$ cat config.mk
export PLATFORM = sky130hd
export DESIGN_NAME = misr_signature_analyzer
export DESIGN_NICKNAME = d
export VERILOG_FILES = /design/src/rtl/misr_signature_analyzer_pkg.sv /design/src/rtl/misr_signature_analyzer_core.sv /design/src/rtl/misr_signature_analyzer.sv
export SDC_FILE = /design/constraint.sdc
export NUM_CORES = 1
export LEC_CHECK = 0
export CAP_MARGIN = 25
export CORE_UTILIZATION = 49
export CTS_BUF_LIST = sky130_fd_sc_hd__clkbuf_4 sky130_fd_sc_hd__clkbuf_8 sky130_fd_sc_hd__clkbuf_16
export DETAILED_ROUTE_END_ITERATION = 10
export GPL_TIMING_DRIVEN = 1
export PLACE_DENSITY_LB_ADDON = 0.12
export SYNTH_ARGS = -nofsm -noshare
export SYNTH_HDL_FRONTEND = slang
export SYNTH_SLANG_ARGS = --single-unit
$ cat constraint.sdc
create_clock -name clk -period 2.4 [get_ports clk]
set_input_delay 0.36 -clock clk [delete_from_list [all_inputs] [get_ports clk]]
set_output_delay 0.36 -clock clk [all_outputs]
set_load 0.01 [all_outputs]
$ cat src/rtl/misr_signature_analyzer_pkg.sv
// Shared BIST definitions: default MISR width, feedback taps and analyzer FSM states.
package bist_pkg;
    localparam int BIST_WIDTH = 5;
    localparam logic [BIST_WIDTH-1:0] DEFAULT_TAPS = 5'b10100;

    typedef enum logic [1:0] {
        IDLE    = 2'd0,
        COMPACT = 2'd1,
        DONE    = 2'd2
    } state_t;
endpackage

$ cat src/rtl/misr_signature_analyzer_core.sv
// MISR register with tap-mask feedback; compacts din in one cycle when shift_en is high.
// The optional scan port (MISR_SCAN_OUT_EN) shifts the register right, filling the MSB with zero.
import bist_pkg::*;

module misr_core #(
    parameter int                 WIDTH = BIST_WIDTH,
    parameter logic [WIDTH-1:0]   TAPS  = DEFAULT_TAPS
) (
    input  logic             clk,
    input  logic             reset,
    input  logic             load,
    input  logic [WIDTH-1:0] seed,
    input  logic             shift_en,
`ifdef MISR_SCAN_OUT_EN
    input  logic             scan,
`endif
    input  logic [WIDTH-1:0] din,
    output logic [WIDTH-1:0] sig,
    output logic [WIDTH-1:0] nxt
);

    always_comb begin
        nxt = {sig[WIDTH-2:0], ^(sig & TAPS)} ^ din;
    end

    always_ff @(posedge clk) begin
        if (reset) begin
            sig <= seed;
        end else if (load) begin
            sig <= seed;
        end else if (shift_en) begin
            sig <= nxt;
`ifdef MISR_SCAN_OUT_EN
        end else if (scan) begin
            sig <= {1'b0, sig[WIDTH-1:1]};
`endif
        end
    end

endmodule

$ cat src/rtl/misr_signature_analyzer.sv
// Compacts NUM_CYCLES enabled response vectors into a MISR and compares the result with golden.
// Done follows NUM_CYCLES enb-high cycles after start; enb low stalls. Scan-out: MISR_SCAN_OUT_EN.
import bist_pkg::*;

module misr_signature_analyzer #(
    parameter int               WIDTH      = BIST_WIDTH,
    parameter logic [WIDTH-1:0] TAPS       = DEFAULT_TAPS,
    parameter logic [WIDTH-1:0] SEED       = '0,
    parameter int               NUM_CYCLES = 31,
    parameter int               CNT_W      = 5
) (
    input  logic             clk,
    input  logic             reset,
    input  logic             enb,
    input  logic             start,
    input  logic [WIDTH-1:0] din,
    input  logic [WIDTH-1:0] golden,
`ifdef MISR_SCAN_OUT_EN
    input  logic             scan_shift,
    output logic             scan_out,
`endif
    output logic [WIDTH-1:0] signature,
    output logic             busy,
    output logic             done,
    output logic             pass
);

    localparam logic [CNT_W-1:0] LAST_CNT = CNT_W'(NUM_CYCLES - 1);

    state_t           state;
    logic [CNT_W-1:0] cnt;
    logic [WIDTH-1:0] nxt;
    logic             load;
    logic             shift_en;

    // start reseeds from IDLE or DONE; it is ignored mid-run
    assign load     = start && (state != COMPACT);
    assign shift_en = (state == COMPACT) && enb;

`ifdef MISR_SCAN_OUT_EN
    logic scan;
    assign scan     = (state == DONE) && scan_shift;
    assign scan_out = signature[0];
`endif

    misr_core #(
        .WIDTH (WIDTH),
        .TAPS  (TAPS)
    ) u_core (
        .clk      (clk),
        .reset    (reset),
        .load     (load),
        .seed     (SEED),
        .shift_en (shift_en),
`ifdef MISR_SCAN_OUT_EN
        .scan     (scan),
`endif
        .din      (din),
        .sig      (signature),
        .nxt      (nxt)
    );

    always_ff @(posedge clk) begin
        if (reset) begin
            state <= IDLE;
            cnt   <= '0;
            busy  <= 1'b0;
            done  <= 1'b0;
            pass  <= 1'b0;
        end else begin
            case (state)
                IDLE: begin
                    if (start) begin
                        state <= COMPACT;
                        cnt   <= '0;
                        busy  <= 1'b1;
                    end
                end
                COMPACT: begin
                    if (enb) begin
                        cnt <= cnt + CNT_W'(1);
                        if (cnt == LAST_CNT) begin
                            state <= DONE;
                            busy  <= 1'b0;
                            done  <= 1'b1;
                            pass  <= (nxt == golden);
                        end
                    end
                end
                DONE: begin
                    if (start) begin
                        state <= COMPACT;
                        cnt   <= '0;
                        busy  <= 1'b1;
                        done  <= 1'b0;
                        pass  <= 1'b0;
                    end
                end
                default: begin
                    state <= IDLE;
                    busy  <= 1'b0;
                    done  <= 1'b0;
                    pass  <= 1'b0;
                end
            endcase
        end
    end

endmodule

==> results.md, run 1 <==
* Outcome: complete, no violations
* CP max-delay cell: clkdlybuf4s50_1
* Sequential share of the synthesized area at 37.4%
* Final setup vio count at 0
* CP top delay family: buffers and inverters
* First-pass detailed-route iteration total at 3
* Reg clk slew, reported paths at 0.09 ns
* CP cell instances: clkdlybuf4s50_1 > nor2b_2 > o2111ai_1 > xor2_1 > nor3_2
* HP Class: flop to flop
* Part of the power in registers at 50.9%
* Worst Setup SP: start
* Async SR Flop Fraction at 0%
* Final WS setup at 0.712 ns
* Mapped cell area at 802 um2
* Setup crit end: cnt[3]$_SDFFE_PP0P_
* Htree depth at 1
* Min cycle time layout at 1.69 ns
* R2r endpoint: cnt[3]$_SDFFE_PP0P_
* FF-to-FF setup slack at 0.97 ns
* GRT Overall Usage at 20.1%
* Critical Path Max Stage Delay at 0.56 ns
* Most frequent cell after synthesis: dfxtp_1
* Clock power share at 32.1%
* Post-Syn Instances at 88
* Core area at 1520 um2
* Clock root cell: clkbuf_4
* Hold Crit Start: done$_SDFFE_PP0P_
* Fin. Hold Viols at 0
* Fmax at 592 MHz
* Psw at 0.136 mW
* N_diodes at 0
* Setup Buffers After CTS at 0
* Worst Setup End Kind: flop
* Crit Path Category: primary input to flop
* Clock latency on the worst-skew pair at 0.30 ns
* Area contributors post-synth: dfxtp_1, xor2_1, xnor2_1
* Total grt overflow at 0
* Yosys cell types at 27
* Cts hold-fix bufs at 0
* GP Congestion at 0.813
* CTS tree: done
* Final WL at 1590 um
* IO Port Bufs at 21
* Row count at 14
* Largest area contributor in the netlist: dfxtp_1
* RSZ-0062 raised after global routing: false
* DP HPWL at 1160 um
* Area grow syn2layout at 28.2%
* Rel. slew slack at 65.3%
* Final period utilization at 70.3%
* Total Nets Final at 126
* Full die area at 1800 um2
* Post-synth EDFFs at 0
* Commonest cells post-synth: dfxtp_1, nor2_1, xor2_1
* Top-Level Pins at 22
* Worst-path fanout max at 9
* Worst setup SP type: primary input
* Die W at 42.5 um
* DRC Markers at 0
* Worst IR Drop VDD at 0.494 mV
* Final Max Tran Viols at 0
* Via density at 5.31
* Initial Util at 52.6%
* Die height at 42.5 um
* DP Worst Slack at 0.409 ns
* Yosys top cell area share at 37.4%
* Sum Neg Setup Slack at 0 ns
* Pint at 0.379 mW
* Ys flop type: dfxtp_1
* CP Buf/Inv Count at 1
* Total CTS buffers at 3
* Max-Cap Viols at 0
* Detail Route Antenna Nets at 0
* Synth Warn # at 0
* Syn_nets at 104
* Worst slew pin tran at 0.519 ns
* Starting DRT DRC Count at 3
* Post_cts resized at 0
* P per Cell Area at 501 nW/um2
* Worst R2R Start: state[0]$_SDFFE_PP0P_
* Flops & latches, synth at 15
* Max clock buf depth at 2
* Clk_skew at 0.00107 ns
* Initial antenna violation count at 0
* Vias in the first global route at 639
* R2r worst-path depth at 4
* Gate power share at 17.0%
* Largest net degree at the start of global routing at 13
* DR WL/cell at 12.7 um
* CP Depth at 5
* TritonCTS sink count at 15
* Sw Share at 26.4%
* Via count at 664
* Crit path arrival time at 1.86 ns
* Synthesized area per cell at 9.11 um2
* First-pass GRT wire length at 2660 um
* Data required, critical path at 2.57 ns
* Leak Pwr at 0.383 nW
* Layout cells sized above 1 at 9.17%
## state kept, by name, indices dropped and copies added, names as in the netlist
signal / count
state: 2
u_core.sig: 5
busy: 1
cnt: 5
done: 1
pass: 1
## kinds of logic after synthesis
| family | after synthesis | share of synthesized area (%) |
|---|---|---|
| multiplexers | 5 | 6.24 |
| AND/OR/NAND/NOR | 29 | 20.1 |
| XOR/XNOR | 14 | 15.3 |
| AO/OA/AOI/OAI | 15 | 11.7 |
| flip-flops | 15 | 37.4 |
| adder cells (fa/ha/maj) | 2 | 3.12 |
| buffers and inverters | 8 | 6.08 |
## per-layer routing
metal,GRT usage (%),share of wire [%],vias to the layer above
met1,23.1,45,307
met4,8.75,1.4,0
met5,0,0,-
li1,-,-,337
met3,7.76,5.3,4
met2,32.9,48,16
## layout by cell type, fill, tap and decap left out
| master | n |
|---|---|
| o31ai_1 | 1 |
| o2111ai_1 | 2 |
| nor2_1 | 13 |
| inv_1 | 4 |
| nand2b_1 | 1 |
| nand2_1 | 1 |
| nor3_1 | 1 |
| o21a_1 | 1 |
| a21o_1 | 1 |
| ha_1 | 2 |
| or3_1 | 1 |
| nor2b_1 | 2 |
| o21ai_2 | 1 |
| nor3b_1 | 1 |
| o21ai_0 | 2 |
| clkdlybuf4s50_1 | 21 |
| nand3_1 | 4 |
| nor2b_2 | 1 |
| clkbuf_4 | 4 |
| and3b_4 | 1 |
| dfxtp_1 | 15 |
| xnor2_1 | 6 |
| a21oi_1 | 7 |
| xor2_1 | 8 |
| mux2i_1 | 5 |
| nor3_2 | 3 |
## how the worst min path moves through the flow
stage                              to  cells after the start
floorplan           done$_SDFFE_PP0P_                      2
global placement    done$_SDFFE_PP0P_                      2
detailed placement  done$_SDFFE_PP0P_                      2
CTS                 done$_SDFFE_PP0P_                      2
global route        done$_SDFFE_PP0P_                      2
finish              done$_SDFFE_PP0P_                      2
## power by group through the flow
stage                     clock network, mW  registers (mW)  logic [mW]
after floorplan                           0           0.267      0.0550
after global placement                    0           0.268      0.0859
after detailed placement                  0           0.268      0.0876
after CTS                             0.163           0.263      0.0883
after global routing                  0.176           0.264      0.0949
final                                 0.165           0.263      0.0877
## final cells by class
cell class / instances / area (um2)
Clock buffer: 4 / 30.0
Fill cell: 133 / 495
Inverter: 4 / 15.0
Multi-Input combinational cell: 65 / 453
Sequential cell: 15 / 300
Tap cell: 16 / 20.0
Timing Repair Buffer: 21 / 210
## stage by stage
step	std cells	power (mW)	util [%]	area (um2)	hold WS (ns)
2_1_floorplan	88	0.322	-	802	0.499
3_3_place_gp	121	0.354	65.5	998	0.466
3_5_place_dp	121	0.356	65.5	998	0.475
4_1_cts	125	0.514	67.5	1030	0.487
5_1_grt	125	0.535	67.5	1030	0.535
6_report	125	0.516	67.5	1030	0.483
## worst register-to-register path: stages, from the launching register on
cell and delay [ns]:
dfxtp_1 0.40, nor2b_2 0.42, o2111ai_1 0.21, xor2_1 0.22, nor3_2 0.06
Note: power is estimated with default switching activity, not from simulation.
==> run 2: changes to the inputs <==
--- a/config.mk
+++ b/config.mk
@@ -6,7 +6,7 @@
 export NUM_CORES = 1
 export LEC_CHECK = 0
 export CAP_MARGIN = 25
-export CORE_UTILIZATION = 49
+export CORE_UTILIZATION = 46
 export CTS_BUF_LIST = sky130_fd_sc_hd__clkbuf_4 sky130_fd_sc_hd__clkbuf_8 sky130_fd_sc_hd__clkbuf_16
 export DETAILED_ROUTE_END_ITERATION = 10
 export GPL_TIMING_DRIVEN = 1
==> constraint.sdc (replaced) <==
create_clock -name clk -period 1.6 [get_ports clk]
set_input_delay 0.24 -clock clk [delete_from_list [all_inputs] [get_ports clk]]
set_output_delay 0.24 -clock clk [all_outputs]
set_load 0.01 [all_outputs]
==> run 2 against run 1 <==
Compared with the run above: the run now ends with design-rule violations left; power is 48% higher; non-clock buffer count is 6 higher; flip-flop and latch count stayed put; wire length is 1.8% higher; register-to-register slack worse by 0.70 ns; die area is 6.2% higher; clock skew hardly changed; clock power is 33% higher; largest power group unchanged; count of clock-buffer cells in the layout is 1 lower.
==> results.md, run 2 (same netlist as run 1, synthesis figures left out) <==
* Area grow syn2layout at 35.1%
* Critical Path Max Stage Delay at 0.57 ns (about the same)
* IO Port Bufs at 21 (unchanged)
* Leak Pwr at 0.416 nW (+8.4%)
* Cts hold-fix bufs at 0 (unchanged)
* Initial antenna violation count at 0 (unchanged)
* Final WL at 1620 um (+1.8%)
* Starting DRT DRC Count at 8 (+5)
* WHS at 0.480 ns (-0.00239 ns)
* Grt met3 use at 5.83% (-1.9 points)
* Grt met1 use at 25.2% (+2.1 points)
* Total grt overflow at 0 (unchanged)
* GRT Overall Usage at 21.3% (+1.2 points)
* Rel. slew slack at 79.6% (+14 points)
* CTS tree: done
* DRC Markers at 1 (+1)
* Violated checks: design-rule violations
* Htree depth at 1 (unchanged)
* Row count at 14 (unchanged)
* Die W at 43.8 um (+3.1%)
* Top-Level Pins at 22 (unchanged)
* CP cell instances: clkdlybuf4s50_1
* N_diodes at 0 (unchanged)
* Clk_skew at 0.00104 ns (-0.0000335 ns)
* Clock root cell: clkbuf_4
* TritonCTS sink count at 15 (unchanged)
* Vias in the first global route at 686 (+7.4%)
* Detail Route Antenna Nets at 0 (unchanged)
* Total Nets Final at 132 (+4.8%)
* Min cycle time layout at 1.53 ns
* Core area at 1560 um2 (+2.3%)
* Most common cell after layout, fill and taps aside: clkdlybuf4s50_1
* Fmax at 656 MHz
* Outcome: complete, but fails checks
* Initial Util at 51.4% (-1.2 points)
* Data required, critical path at 1.36 ns (-1.21 ns)
* Finished Layout Cells at 131 (+4.8%)
* Max clock buf depth at 2 (unchanged)
* Sum Neg Setup Slack at 0 ns (unchanged)
* CP Buf/Inv Count at 1 (unchanged)
* Final setup vio count at 0 (unchanged)
* Total CTS buffers at 3 (unchanged)
* Final Max Tran Viols at 0 (unchanged)
* Pwr Total at 0.764 mW (+48%)
* Setup Buffers After CTS at 0 (unchanged)
* Die height at 43.8 um (+3.1%)
* Largest net degree at the start of global routing at 10 (-3)
* Max-Cap Viols at 0 (unchanged)
* Worst setup SP type: flop
* Full die area at 1910 um2 (+6.2%)
* Final period utilization at 95.3%
* Fin. Hold Viols at 0 (unchanged)
* Reg clk slew, reported paths at 0.09 ns (about the same)
* GR peak layer: met2
* Crit Path Category: flop to primary output
* GP Congestion at 0.815 (+0.18%)
* CP top delay family: buffers and inverters
* P per Cell Area at 705 nW/um2 (+41%)
* HP Class: flop to flop
* Commonest non-fill, non-tap cells in the layout: clkdlybuf4s50_1, dfxtp_1, nor2_1
* Worst-path fanout max at 4 (-5)
* Via count at 699 (+5.3%)
* Worst IR Drop VDD at 0.487 mV (-1.3%)
* CP max-delay cell: clkdlybuf4s50_1
* Via density at 5.34 (+0.45%)
* Worst Setup End Kind: primary output
* Layout cells sized above 1 at 13.9% (+4.7 points)
* RSZ-0062 raised after global routing: false
* First-pass detailed-route iteration total at 7 (+4)
* Post_cts resized at 0 (unchanged)
* GRT met2 Usage at 34.6% (+1.7 points)
* DP HPWL at 1270 um (+9.4%)
* Worst slew pin tran at 0.306 ns (-0.214 ns)
* Crit path arrival time at 1.29 ns (-0.57 ns)
* Clock latency on the worst-skew pair at 0.28 ns (-0.02 ns)
* DR WL/cell at 12.4 um (-2.8%)
* First-pass GRT wire length at 2970 um (+11%)
* Top Registers: cnt x5, u_core.sig x5, state x2
* Placed cell count at 127 (+5.0%)
run 2: path summary, 6_finish.rpt:
check             slack, ns                        from                   to  cells past startpoint
setup / recovery       0.07  u_core.sig[2]$_SDFFE_PP0P_         signature[2]                      1
hold / removal         0.48           done$_SDFFE_PP0P_    done$_SDFFE_PP0P_                      2
setup reg to reg       0.27       state[0]$_SDFFE_PP0P_  cnt[3]$_SDFFE_PP0P_                      4
hold reg to reg        0.48           done$_SDFFE_PP0P_    done$_SDFFE_PP0P_                      2
run 2: per-stage QoR:
step | setup WS [ns] | util, % | area [um2]
final | 0.0747 | 69.5 | 1080
after global routing | 0.0282 | 69.5 | 1080
after CTS | 0.0641 | 69.5 | 1080
after detailed placement | 0.0521 | 67.7 | 1060
after global placement | 0.110 | 67.7 | 1060
after floorplan | 0.391 | - | 802
run 2: power breakdown:
group	total, mW	internal, mW	switching [mW]	leakage [nW]
clock	0.220	0.0929	0.127	0.0177
sequential	0.395	0.383	0.0118	0.122
combinational	0.149	0.0871	0.0619	0.276
total	0.764	0.563	0.201	0.416
run 2: layout make-up:
| type | instances | area [um2] |
|---|---|---|
| clock buffer | 3 | 22.5 |
| clock inverter | 1 | 5.00 |
| fill | 148 | 475 |
| inverter | 4 | 15.0 |
| multi-input combinational | 65 | 453 |
| sequential | 15 | 300 |
| tap | 16 | 20.0 |
| timing repair buffer | 27 | 268 |
run 2: layer usage:
layer  up-vias  part of all wire, %
li1        351                    -
met4         0                 0.99
met5         -                    0
met1       322                   44
met2        22                   51
met3         4                  4.1
